[src/rtl/fpnew_divsqrt_th_ctrl.sv]
// Valid/ready sequencing for the iterative div/sqrt datapath: drives the input and
// output stage enables, the start pulse, and carries tag/aux for the in-flight op.
module fpnew_divsqrt_th_ctrl #(
    parameter int unsigned NumInpRegs = 0,
    parameter int unsigned NumOutRegs = 0,
    parameter int unsigned TagWidth   = 1,
    parameter int unsigned AuxWidth   = 1,
    localparam int unsigned EnW = ((NumInpRegs + NumOutRegs) > 0) ? (NumInpRegs + NumOutRegs) : 1
) (
    input  logic                clk_i,
    input  logic                rst_ni,
    input  logic                in_valid_i,
    output logic                in_ready_o,
    input  logic [TagWidth-1:0] in_tag_i,
    input  logic [AuxWidth-1:0] in_aux_i,
    input  logic                flush_i,
    output logic [EnW-1:0]      reg_enable_o,
    output logic                fsm_start_o,
    input  logic                fsm_ready_i,
    input  logic                unit_done_i,
    output logic                out_valid_o,
    input  logic                out_ready_i,
    output logic [TagWidth-1:0] out_tag_o,
    output logic [AuxWidth-1:0] out_aux_o,
    output logic                busy_o
);

    typedef enum logic [1:0] {IDLE, BUSY, HOLD} state_e;

    state_e              state_q;
    logic [TagWidth-1:0] fsm_tag_q;
    logic [AuxWidth-1:0] fsm_aux_q;
    logic                acc;

    logic [NumInpRegs:0] in_vld;
    logic [NumInpRegs:0] in_rdy;
    logic [TagWidth-1:0] in_tag [NumInpRegs+1];
    logic [AuxWidth-1:0] in_aux [NumInpRegs+1];

    logic [NumOutRegs:0] out_vld;
    logic [NumOutRegs:0] out_rdy;
    logic [TagWidth-1:0] out_tag [NumOutRegs+1];
    logic [AuxWidth-1:0] out_aux [NumOutRegs+1];

    // Reset gating keeps in_ready_o and the start pulse low while rst_ni is asserted.
    assign acc = rst_ni & (state_q == IDLE) & fsm_ready_i & ~flush_i;

    assign in_vld[0]          = in_valid_i;
    assign in_tag[0]          = in_tag_i;
    assign in_aux[0]          = in_aux_i;
    assign in_rdy[NumInpRegs] = acc;
    assign in_ready_o         = in_rdy[0];
    assign fsm_start_o        = in_vld[NumInpRegs] & acc;

    if ((NumInpRegs + NumOutRegs) == 0) begin : g_no_regs
        assign reg_enable_o = 1'b0;
    end

    // ---- input stages ----
    for (genvar i = 0; i < NumInpRegs; i++) begin : g_inp
        // Closed-form ready: stage i can advance if any later stage has a hole or the FSM accepts.
        assign in_rdy[i]       = acc | (rst_ni & ~flush_i & ~(&in_vld[NumInpRegs:i+1]));
        assign reg_enable_o[i] = in_vld[i] & in_rdy[i];

        always_ff @(posedge clk_i or negedge rst_ni) begin
            if (!rst_ni) begin
                in_vld[i+1] <= 1'b0;
                in_tag[i+1] <= '0;
                in_aux[i+1] <= '0;
            end else begin
                if (flush_i) begin
                    in_vld[i+1] <= 1'b0;
                end else if (in_rdy[i]) begin
                    in_vld[i+1] <= in_vld[i];
                end
                if (reg_enable_o[i]) begin
                    in_tag[i+1] <= in_tag[i];
                    in_aux[i+1] <= in_aux[i];
                end
            end
        end
    end

    // ---- FSM ----
    always_ff @(posedge clk_i or negedge rst_ni) begin
        if (!rst_ni) begin
            state_q   <= IDLE;
            fsm_tag_q <= '0;
            fsm_aux_q <= '0;
        end else if (flush_i) begin
            state_q <= IDLE;
        end else begin
            case (state_q)
                IDLE: begin
                    if (fsm_start_o) begin
                        state_q   <= BUSY;
                        fsm_tag_q <= in_tag[NumInpRegs];
                        fsm_aux_q <= in_aux[NumInpRegs];
                    end
                end
                BUSY: begin
                    if (unit_done_i) state_q <= out_rdy[0] ? IDLE : HOLD;
                end
                HOLD: begin
                    if (out_rdy[0]) state_q <= IDLE;
                end
                default: state_q <= IDLE;
            endcase
        end
    end

    // Done seen in IDLE/HOLD belongs to a flushed op and never reaches the output pipe.
    assign out_vld[0]          = rst_ni & ~flush_i &
                                 (((state_q == BUSY) & unit_done_i) | (state_q == HOLD));
    assign out_tag[0]          = fsm_tag_q;
    assign out_aux[0]          = fsm_aux_q;
    assign out_rdy[NumOutRegs] = out_ready_i;

    // ---- output stages ----
    for (genvar j = 0; j < NumOutRegs; j++) begin : g_out
        assign out_rdy[j]                   = ~flush_i & (out_ready_i | ~(&out_vld[NumOutRegs:j+1]));
        assign reg_enable_o[NumInpRegs + j] = out_vld[j] & out_rdy[j];

        always_ff @(posedge clk_i or negedge rst_ni) begin
            if (!rst_ni) begin
                out_vld[j+1] <= 1'b0;
                out_tag[j+1] <= '0;
                out_aux[j+1] <= '0;
            end else begin
                if (flush_i) begin
                    out_vld[j+1] <= 1'b0;
                end else if (out_rdy[j]) begin
                    out_vld[j+1] <= out_vld[j];
                end
                if (reg_enable_o[NumInpRegs + j]) begin
                    out_tag[j+1] <= out_tag[j];
                    out_aux[j+1] <= out_aux[j];
                end
            end
        end
    end

    assign out_valid_o = out_vld[NumOutRegs];
    assign out_tag_o   = out_tag[NumOutRegs];
    assign out_aux_o   = out_aux[NumOutRegs];

    assign busy_o = (|(in_vld >> 1)) | (|(out_vld >> 1)) | (state_q != IDLE);

endmodule
[config.mk]
export PLATFORM = sky130hd
export DESIGN_NAME = fpnew_divsqrt_th_ctrl
export DESIGN_NICKNAME = d
export VERILOG_FILES = /design/src/rtl/fpnew_divsqrt_th_ctrl.sv
export SDC_FILE = /design/constraint.sdc
export NUM_CORES = 1
export LEC_CHECK = 0
export CAP_MARGIN = 15
export CORE_AREA = 2 2 39 41
export CTS_BUF_LIST = sky130_fd_sc_hd__clkbuf_2
export DETAILED_ROUTE_END_ITERATION = 8
export DIE_AREA = 0 0 41 43
export GPL_ROUTABILITY_DRIVEN = 0
export SYNTH_ARGS = -nofsm -noshare
export SYNTH_HDL_FRONTEND = slang
export SYNTH_SLANG_ARGS = --single-unit
[constraint.sdc]
create_clock -name clk_i -period 2.07 [get_ports clk_i]
set_clock_uncertainty 0.05 [all_clocks]
set_input_delay 0.621 -clock clk_i [delete_from_list [all_inputs] [get_ports clk_i]]
set_output_delay 0.621 -clock clk_i [all_outputs]
set_load 0.02 [all_outputs]
==> results of run 1 <==
[critical path: stages]
cell and delay (ns):
dlygate4sd2_1 0.21, nand3b_1 0.10, a21oi_2 0.17, and2_4 0.16, buf_6 0.11
[final cells by class]
| type | instances | share of cell area (%) |
|---|---|---|
| Timing Repair Buffer | 18 | 38.0 |
| Multi-Input combinational cell | 14 | 30.0 |
| Sequential cell | 4 | 23.7 |
| Tap cell | 16 | 4.75 |
| Clock buffer | 3 | 3.56 |
[through the flow]
step | setup slack, ns | util (%) | std cells | power (mW)
final | 0.0374 | 30.5 | 55 | 0.234
after global routing | 0.000343 | 30.5 | 55 | 0.253
after CTS | 0.0245 | 30.3 | 55 | 0.241
after detailed placement | -0.720 | 28.9 | 51 | 0.171
after global placement | -0.705 | 28.9 | 51 | 0.170
after floorplan | 0.222 | - | 19 | 0.126
[synthesized netlist by cell type, drive strengths merged]
master / n / area share (%)
dfrtp: 4 / 44
mux2: 2 / 10
a21oi: 1 / 2.2
and2: 1 / 2.8
buf: 1 / 3.3
conb: 1 / 1.7
nand2: 1 / 1.7
nand3b: 1 / 3.3
nor2b: 1 / 2.8
nor3: 1 / 2.2
nor3b: 1 / 3.3
nor4b: 1 / 11
o21ba: 1 / 4.4
or2: 1 / 3.9
or2b: 1 / 3.3
[report_power, final]
part           internal [mW]  switching [mW]
clock                 0.0390          0.0286
combinational         0.0414          0.0321
sequential            0.0883         0.00442
total                  0.169          0.0650
[worst max-delay path by stage]
stage | startpoint | endpoint | cells after the start
2_1_floorplan | state_q[1] | in_ready_o | 2
3_3_place_gp | rst_ni | fsm_start_o | 4
3_5_place_dp | rst_ni | fsm_start_o | 4
4_1_cts | rst_ni | fsm_start_o | 4
5_1_grt | unit_done_i | out_valid_o | 5
6_report | unit_done_i | out_valid_o | 5
[what timing repair did]
| item | in CTS | in global routing |
|---|---|---|
| setup buffers | 1 | 0 |
| gates cloned | 0 | 0 |
| pin swaps | 5 | 1 |
| resized for setup | 27 | 1 |
| endpoints found under the setup margin | 4 | 2 |
[cell families after synthesis]
kind of cell	after synthesis
AND/OR/NAND/NOR	9
AO/OA/AOI/OAI	2
other	1
buffers and inverters	1
flip-flops	4
multiplexers	2
[placed cells by master (no fill, tap or decap)]
cell type,n
mux2_2,2
buf_6,1
clkdlybuf4s15_2,1
clkdlybuf4s50_1,5
or2_4,1
dlygate4sd2_1,4
nor3b_1,1
o21ba_2,1
a21oi_2,1
nor3_1,1
conb_1,1
nand2_2,1
buf_2,1
dfrtp_1,4
buf_4,5
nor4b_4,1
nand3b_1,1
or2b_1,1
nor2b_1,1
clkdlybuf4s15_1,1
and2_4,1
clkbuf_2,3
[routing by layer]
metal	GRT usage (%)	vias up	wire [µm]
met5	0	-	0
met4	8.00	0	0
met3	3.14	0	50
met2	9.38	9	254
met1	8.14	94	204
li1	-	106	-
[flip-flops by register name (all words and copies together) (netlist names)]
signal and count:
out_aux_o 1, out_tag_o 1, state_q 2
==> metrics.md, run 1 <==
| Metric | Value |
|---|---|
| Status | `finished, final reports clean` |
| Core footprint | `1380 µm²` |
| Design Area, Final | `422 µm²` |
| Router iterations before antenna repair | `1` |
| Fill count | `~160` |
| Effective utilization at floorplan | `16.3%` |
| Via/cell ratio | `between 3 and 4` |
| R2r setup slk | `0.40 ns` |
| Number of global-route vias before repair | `222` |
| # diodes | `0` |
| Worst skew pair latency | `0.19 ns` |
| Final Hold Vio Count | `0` |
| Synth warn | `0` |
| RR Startpoint | `state_q[1]` |
| WL/cell | `9.27 µm` |
| Fin Hold WS | `0.403 ns` |
| Complex-gate fraction of the synthesized area | `6.67%` |
| First-pass GRT wire length | `slightly above 800 µm` |
| Clock Path Buffers | `2` |
| Die H | `43 µm` |
| Setup Crit Path Kind | `primary input to output pin` |
| R2R depth | `5` |
| Row count | `14` |
| Yosys cell types | `15` |
| Power Density | `554 nW/µm²` |
| Endpoint arrival time on the critical path | `1.36 ns` |
| Largest net degree at the start of global routing | `6` |
| Layout cell share with drive strength beyond 1 | `48.7%` |
| RSZ-0062 raised after global routing | `false` |
| Root buffer cell | `clkbuf_2` |
| Final #Nets | `50` |
| Post-synthesis instance area | `225 µm²` |
| IO Count | `16` |
| Fin crit share | `98.2%` |
| Largest family of logic cells by synthesized area | `simple AND/OR/NAND/NOR gates` |
| Area grow syn2layout | `87.2%` |
| Die area | `roughly 1800 µm²` |
| DP HPWL | `about 410 µm` |
| Synth Area in Adders | `0%` |
| Wirelength, routed | `510 µm` |
| Max capacitance violation total | `0` |
| Max Clk Rate | `0.492 GHz` |
| Static Leak | `0.196 nW` |
| Sequential-to-total area share from yosys stat | `between 40% and 50%` |
| Hold-fix buffers, CTS | `0` |
| Max FO, Critical Path | `2` |
| Max VDD drop | `0.190 mV` |
| CTS tree | `done` |
| Area after DPL | `400 µm²` |
| Worst-path clk slew | `0.04 ns` |
| HP Class | `primary input to asynchronous set/reset pin` |
| GRT Util Overall | `7.36%` |
| Area of the multi-input gates | `126 µm²` |
| ANT nets after route | `0` |
| H-tree depth | `1` |
| Input/output buffers | `14` |
| Final Max Tran Viols | `0` |
| Total congestion overflow | `0` |
| Die Width | `a little over 40 µm` |
| Post-route DRC violation count | `0` |
| Fin crit period | `2.03 ns` |
| Via Count | `209` |
| Reg-to-reg endpoint | `out_aux_o` |
| DR iter-0 viols | `0` |
| Syn Nets | `28` |
| Register bit total from synthesis | `4` |
| Syn_area_per_cell | `between 10 and 15 µm²` |
| Endpoint class of the critical path | `output pin` |
| Synth Area in Simple Gates | `33.9%` |
| Initial antenna violation count | `0` |
| Final setup viols | `0` |
| Register area | `100 µm²` |
| Clk sinks | `4` |
| Mux share of post-synthesis cell area | `10.0%` |
| Setup_tns | `0 ns` |
| Setup crit start kind | `primary input` |
| Cell count after synthesis | `19` |
| Synth Area in XOR/XNOR | `0%` |
| Inserted Clock Buffers | `3` |
| Worst Path Required | `1.40 ns` |
Note: power is estimated with default switching activity, not from simulation.
==> inputs of run 2 (changes only) <==
--- a/config.mk
+++ b/config.mk
@@ -14,3 +14,4 @@
 export SYNTH_ARGS = -nofsm -noshare
 export SYNTH_HDL_FRONTEND = slang
 export SYNTH_SLANG_ARGS = --single-unit
+export TNS_END_PERCENT = 5
==> metrics.md, run 2 (synthesis gave the netlist of run 1 again) <==
| Metric | Value |
|---|---|
| Status | `finished, final reports clean` |
| Root buffer cell | `clkbuf_2` |
| Delay-heaviest family, CP | `buffers and inverters` |
| Wirelength, routed | `508 µm (-0.39%)` |
| Largest net degree at the start of global routing | `6 (unchanged)` |
| RSZ-0062 raised after global routing | `false` |
| Endpoint arrival time on the critical path | `1.36 ns (about the same)` |
| Die Width | `41 µm (unchanged)` |
| Input/output buffers | `14 (unchanged)` |
| Reg with most FFs | `state_q` |
| Die H | `43 µm (unchanged)` |
| Post-route DRC violation count | `0 (unchanged)` |
| Setup Crit Path Kind | `primary input to output pin` |
| Crit-path max cell delay | `0.21 ns (about the same)` |
| Area of the multi-input gates | `126 µm² (unchanged)` |
| Clock Path Buffers | `2 (unchanged)` |
| WL/cell | `9.24 µm (-0.39%)` |
| H-tree depth | `1 (unchanged)` |
| Cell count after placement | `51 (unchanged)` |
| Post-route insts no fill | `55 (unchanged)` |
| Fill count | `162 (-0.61%)` |
| Final Hold Vio Count | `0 (unchanged)` |
| CTS tree | `done` |
| Fin worst setup slack | `0.0374 ns (unchanged)` |
| First-pass GRT wire length | `807 µm (unchanged)` |
| Design Area, Final | `415 µm² (-1.5%)` |
| Number of global-route vias before repair | `222 (unchanged)` |
| Via/cell ratio | `3.80 (unchanged)` |
| Layout cell share with drive strength beyond 1 | `48.7% (unchanged)` |
| Max FO, Critical Path | `2 (unchanged)` |
| Max VDD drop | `0.190 mV (about the same)` |
| Die area | `1760 µm² (unchanged)` |
| DP HPWL | `407 µm (unchanged)` |
| Fin crit period | `2.03 ns (unchanged)` |
| Worst skew pair latency | `0.19 ns (about the same)` |
| # diodes | `0 (unchanged)` |
| CP Launch Point | `unit_done_i` |
| Commonest non-fill, non-tap cells in the layout | `5 x clkdlybuf4s50_1, 5 x buf_4, 4 x clkbuf_2, 4 x dlygate4sd2_1, 4 x dfrtp_1` |
| Slowest CP cell | `dlygate4sd2_1` |
| Max reg flops | `2 (unchanged)` |
| Critical path, cell by cell | `dlygate4sd2_1 > nand3b_1 > a21oi_2 > and2_4 > buf_6` |
| IO Count | `16 (unchanged)` |
| Clk sinks | `4 (unchanged)` |
| DR iter-0 viols | `0 (unchanged)` |
| Final core occ | `30.0% (-0.45 points)` |
| Row count | `14 (unchanged)` |
| Core footprint | `1380 µm² (unchanged)` |
| Setup_tns | `0 ns (unchanged)` |
| Area grow syn2layout | `84.4%` |
| Inserted Clock Buffers | `3 (unchanged)` |
| Endpoint class of the critical path | `output pin` |
| Final #Nets | `50 (unchanged)` |
| Max capacitance violation total | `0 (unchanged)` |
| WP buf/inv | `2 (unchanged)` |
| Area after DPL | `400 µm² (unchanged)` |
| Setup crit start kind | `primary input` |
| Power Density | `561 nW/µm² (+1.2%)` |
| HP Class | `primary input to asynchronous set/reset pin` |
| RR Startpoint | `state_q[1]` |
| Place WS | `-0.720 ns (unchanged)` |
| PnR Total Power | `233 µW (-0.32%)` |
| Worst-path clk slew | `0.04 ns (about the same)` |
| ANT nets after route | `0 (unchanged)` |
| Total congestion overflow | `0 (unchanged)` |
| Static Leak | `0.195 nW (-0.31%)` |
| Max Clk Rate | `0.492 GHz (unchanged)` |
| Final Max Tran Viols | `0 (unchanged)` |
| Initial antenna violation count | `0 (unchanged)` |
| Effective utilization at floorplan | `16.3% (unchanged)` |
| Register area | `100 µm² (unchanged)` |
| Final setup viols | `0 (unchanged)` |
| Router iterations before antenna repair | `1 (unchanged)` |
| Fin Hold WS | `0.403 ns (unchanged)` |
| Via Count | `209 (unchanged)` |
| Worst Path Required | `1.40 ns (about the same)` |
| GRT Util Overall | `7.36% (unchanged)` |
| Fin crit share | `98.2% (unchanged)` |
| Hold-fix buffers, CTS | `0 (unchanged)` |
run 2: final timing paths:
path,to,slack [ns],cells after the start
max,out_valid_o,0.04,5
min,out_aux_o,0.40,2
max reg2reg,out_aux_o,0.40,5
min reg2reg,out_tag_o,0.46,1
max in group asynchronous,state_q[1],1.46,2
min in group clk_i,out_tag_o,0.46,1
run 2: worst register-to-register path, stage by stage (launching register included):
cell and delay [ns]:
dfrtp_1 0.39, or2_4 0.28, nor4b_4 0.27, buf_4 0.15
buf_4 0.11, mux2_2 0.32
run 2: area by class of cell:
class | count | share of cell area [%]
Clock buffer | 3 | 3.61
Tap cell | 16 | 4.82
Timing Repair Buffer | 18 | 37.0
Sequential cell | 4 | 24.1
Multi-Input combinational cell | 14 | 30.4
run 2: what timing repair did:
item | 4_1_cts | 5_1_grt
setup endpoints to repair | 4 | 3
resized for setup | 24 | 4
hold endpoints to repair | 0 | 0
pin swaps | 5 | 1
setup buffers | 1 | 0
run 2: power by group:
part / internal, mW / leakage (nW) / total [mW] / switching, mW
logic: 0.0406 / 0.131 / 0.0727 / 0.0320
clock network: 0.0390 / 0.0125 / 0.0675 / 0.0286
registers: 0.0883 / 0.0518 / 0.0927 / 0.00442
total: 0.168 / 0.195 / 0.233 / 0.0650
run 2: layer usage:
layer | wire length (µm) | global-route usage, % | vias up
met5 | 0 | 0 | -
met4 | 0 | 8.00 | 0
met3 | 50 | 3.14 | 0
met2 | 255 | 9.38 | 9
met1 | 203 | 8.14 | 94
li1 | - | - | 106
==> inputs of run 3 (changes only) <==
--- a/config.mk
+++ b/config.mk
@@ -6,10 +6,11 @@
 export NUM_CORES = 1
 export LEC_CHECK = 0
 export CAP_MARGIN = 15
-export CORE_AREA = 2 2 39 41
+export CORE_AREA = 3 3 40 42
 export CTS_BUF_LIST = sky130_fd_sc_hd__clkbuf_2
+export CTS_CLUSTER_SIZE = 28
 export DETAILED_ROUTE_END_ITERATION = 8
-export DIE_AREA = 0 0 41 43
+export DIE_AREA = 0 0 43 45
 export GPL_ROUTABILITY_DRIVEN = 0
 export SYNTH_ARGS = -nofsm -noshare
 export SYNTH_HDL_FRONTEND = slang
==> metrics.md, run 3 (synthesis gave the netlist of run 1 again) <==
| Metric | Value |
|---|---|
| Commonest non-fill, non-tap cells in the layout | `9 x buf_4, 5 x clkbuf_2, 5 x clkdlybuf4s50_1, 4 x dfrtp_1` |
| Area grow syn2layout | `98.3%` |
| Effective utilization at floorplan | `17.5% (+1.3 points)` |
| GRT Util Overall | `7.27% (-0.085 points)` |
| Power Density | `538 nW/µm² (-4.0%)` |
| Final setup viols | `0 (unchanged)` |
| First-pass GRT wire length | `972 µm (+20%)` |
| Worst skew pair latency | `0.20 ns (about the same)` |
| Via/cell ratio | `3.91 (+3.0%)` |
| Die H | `45 µm (+4.7%)` |
| Setup Crit Path Kind | `primary input to output pin` |
| WL/cell | `10.5 µm (+14%)` |
| Setup_tns | `0 ns (unchanged)` |
| ANT nets after route | `0 (unchanged)` |
| Root buffer cell | `clkbuf_2` |
| Final #Nets | `54 (+8.0%)` |
| Final Hold Vio Count | `0 (unchanged)` |
| IO Count | `16 (unchanged)` |
| Max reg flops | `2 (unchanged)` |
| HP Class | `primary input to asynchronous set/reset pin` |
| Worst Path Required | `1.40 ns (about the same)` |
| Setup crit start kind | `primary input` |
| Core footprint | `1280 µm² (-7.1%)` |
| Router iterations before antenna repair | `1 (unchanged)` |
| CTS tree | `done` |
| Row count | `13 (-1)` |
| Clock Path Buffers | `2 (unchanged)` |
| Cell count after placement | `51 (unchanged)` |
| Die Width | `43 µm (+4.9%)` |
| Fill count | `137 (-15%)` |
| Inserted Clock Buffers | `3 (unchanged)` |
| Largest net degree at the start of global routing | `6 (unchanged)` |
| Post-route insts no fill | `58 (+5.5%)` |
| Endpoint class of the critical path | `output pin` |
| Max capacitance violation total | `0 (unchanged)` |
| Layout cell share with drive strength beyond 1 | `55.8% (+7.1 points)` |
| Clk sinks | `4 (unchanged)` |
| Status | `finished, final reports clean` |
| Hold-fix buffers, CTS | `0 (unchanged)` |
| Die area | `1940 µm² (+9.8%)` |
| Endpoint arrival time on the critical path | `1.35 ns (about the same)` |
| Commonest non-fill, non-tap cell in the layout | `buf_4` |
| Worst-path clk slew | `0.05 ns (about the same)` |
| Post-route DRC violation count | `0 (unchanged)` |
| Place WS | `-0.698 ns (+0.0220 ns)` |
| DR iter-0 viols | `0 (unchanged)` |
| H-tree depth | `1 (unchanged)` |
| Static Leak | `0.232 nW (+19%)` |
| Reg with most FFs | `state_q` |
| Final Max Tran Viols | `0 (unchanged)` |
| Max FO, Critical Path | `2 (unchanged)` |
| Final core occ | `34.8% (+4.7 points)` |
| Fin crit share | `97.6% (-0.59 points)` |
| # diodes | `0 (unchanged)` |
| DP HPWL | `462 µm (+13%)` |
| Wirelength, routed | `610 µm (+20%)` |
| Fin worst setup slack | `0.0497 ns (+0.0123 ns)` |
| Number of global-route vias before repair | `237 (+6.8%)` |
| Via Count | `227 (+8.6%)` |
| Max Clk Rate | `0.495 GHz (+0.61%)` |
| Fin crit period | `2.02 ns (-0.0123 ns)` |
| Initial antenna violation count | `0 (unchanged)` |
| RSZ-0062 raised after global routing | `false` |
| Total congestion overflow | `0 (unchanged)` |
| Max VDD drop | `0.275 mV (+44%)` |
| Input/output buffers | `14 (unchanged)` |
## run 3: changes by cell type in the layout (fill, tap and decap cells not counted), sizes merged
| cell | delta |
|---|---|
| dlygate4sd2 | -2 |
| clkbuf | +1 |
| clkdlybuf4s15 | -1 |
| dlymetal6s2s | +2 |
| buf | +4 |
## run 3: power by group
group	switching, mW	internal (mW)
Sequential	0.00587	0.0882
Combinational	0.0323	0.0419
Clock	0.0331	0.0391
## run 3: critical path, cell delays in order
cell           delay [ns]
dlygate4sd2_1        0.21
nand3b_1             0.09
a21oi_2              0.16
and2_4               0.16
buf_6                0.11
## run 3: path summary, 6_finish.rpt
check	slack [ns]	to	startpoint	cells past startpoint
worst max-delay path	0.05	out_valid_o	unit_done_i	5
worst min-delay path	0.28	out_tag_o	rst_ni	2
worst max register to register	0.42	out_tag_o	state_q[1]	5
worst min register to register	0.46	out_aux_o	out_aux_o	1
max in group asynchronous	1.59	state_q[0]	rst_ni	2
min in group clk_i	0.46	out_aux_o	out_aux_o	1
## run 3: through the flow
step           hold WS (ns)  cell area [µm²]  total power, mW
2_1_floorplan         0.275              225            0.126
5_1_grt               0.275              447            0.255
3_5_place_dp          0.453              407            0.171
4_1_cts               0.423              442            0.246
6_report              0.281              447            0.240
3_3_place_gp          0.453              407            0.171
## run 3: layout make-up
cell class              instances  area [µm²]  area share, %
clock buffers                   3        15.0           3.36
multi-input cells              14         126           28.3
flip-flops and latches          4         100           22.4
well taps                      15        18.8           4.20
repair buffers                 22         186           41.7
## run 3: routing by layer
| metal | vias to the layer above | part of all wire [%] | global-route usage, % |
|---|---|---|---|
| met5 | - | 0 | 0 |
| met4 | 0 | 0 | 7.23 |
| met3 | 0 | 12 | 3.19 |
| met2 | 16 | 41 | 8.98 |
| met1 | 100 | 46 | 9.02 |
| li1 | 111 | - | - |
## run 3: timing repair
item,CTS,global route
setup endpoints to repair,4,2
setup buffers,3,1
pin swaps,3,2
gates resized for setup,23,6
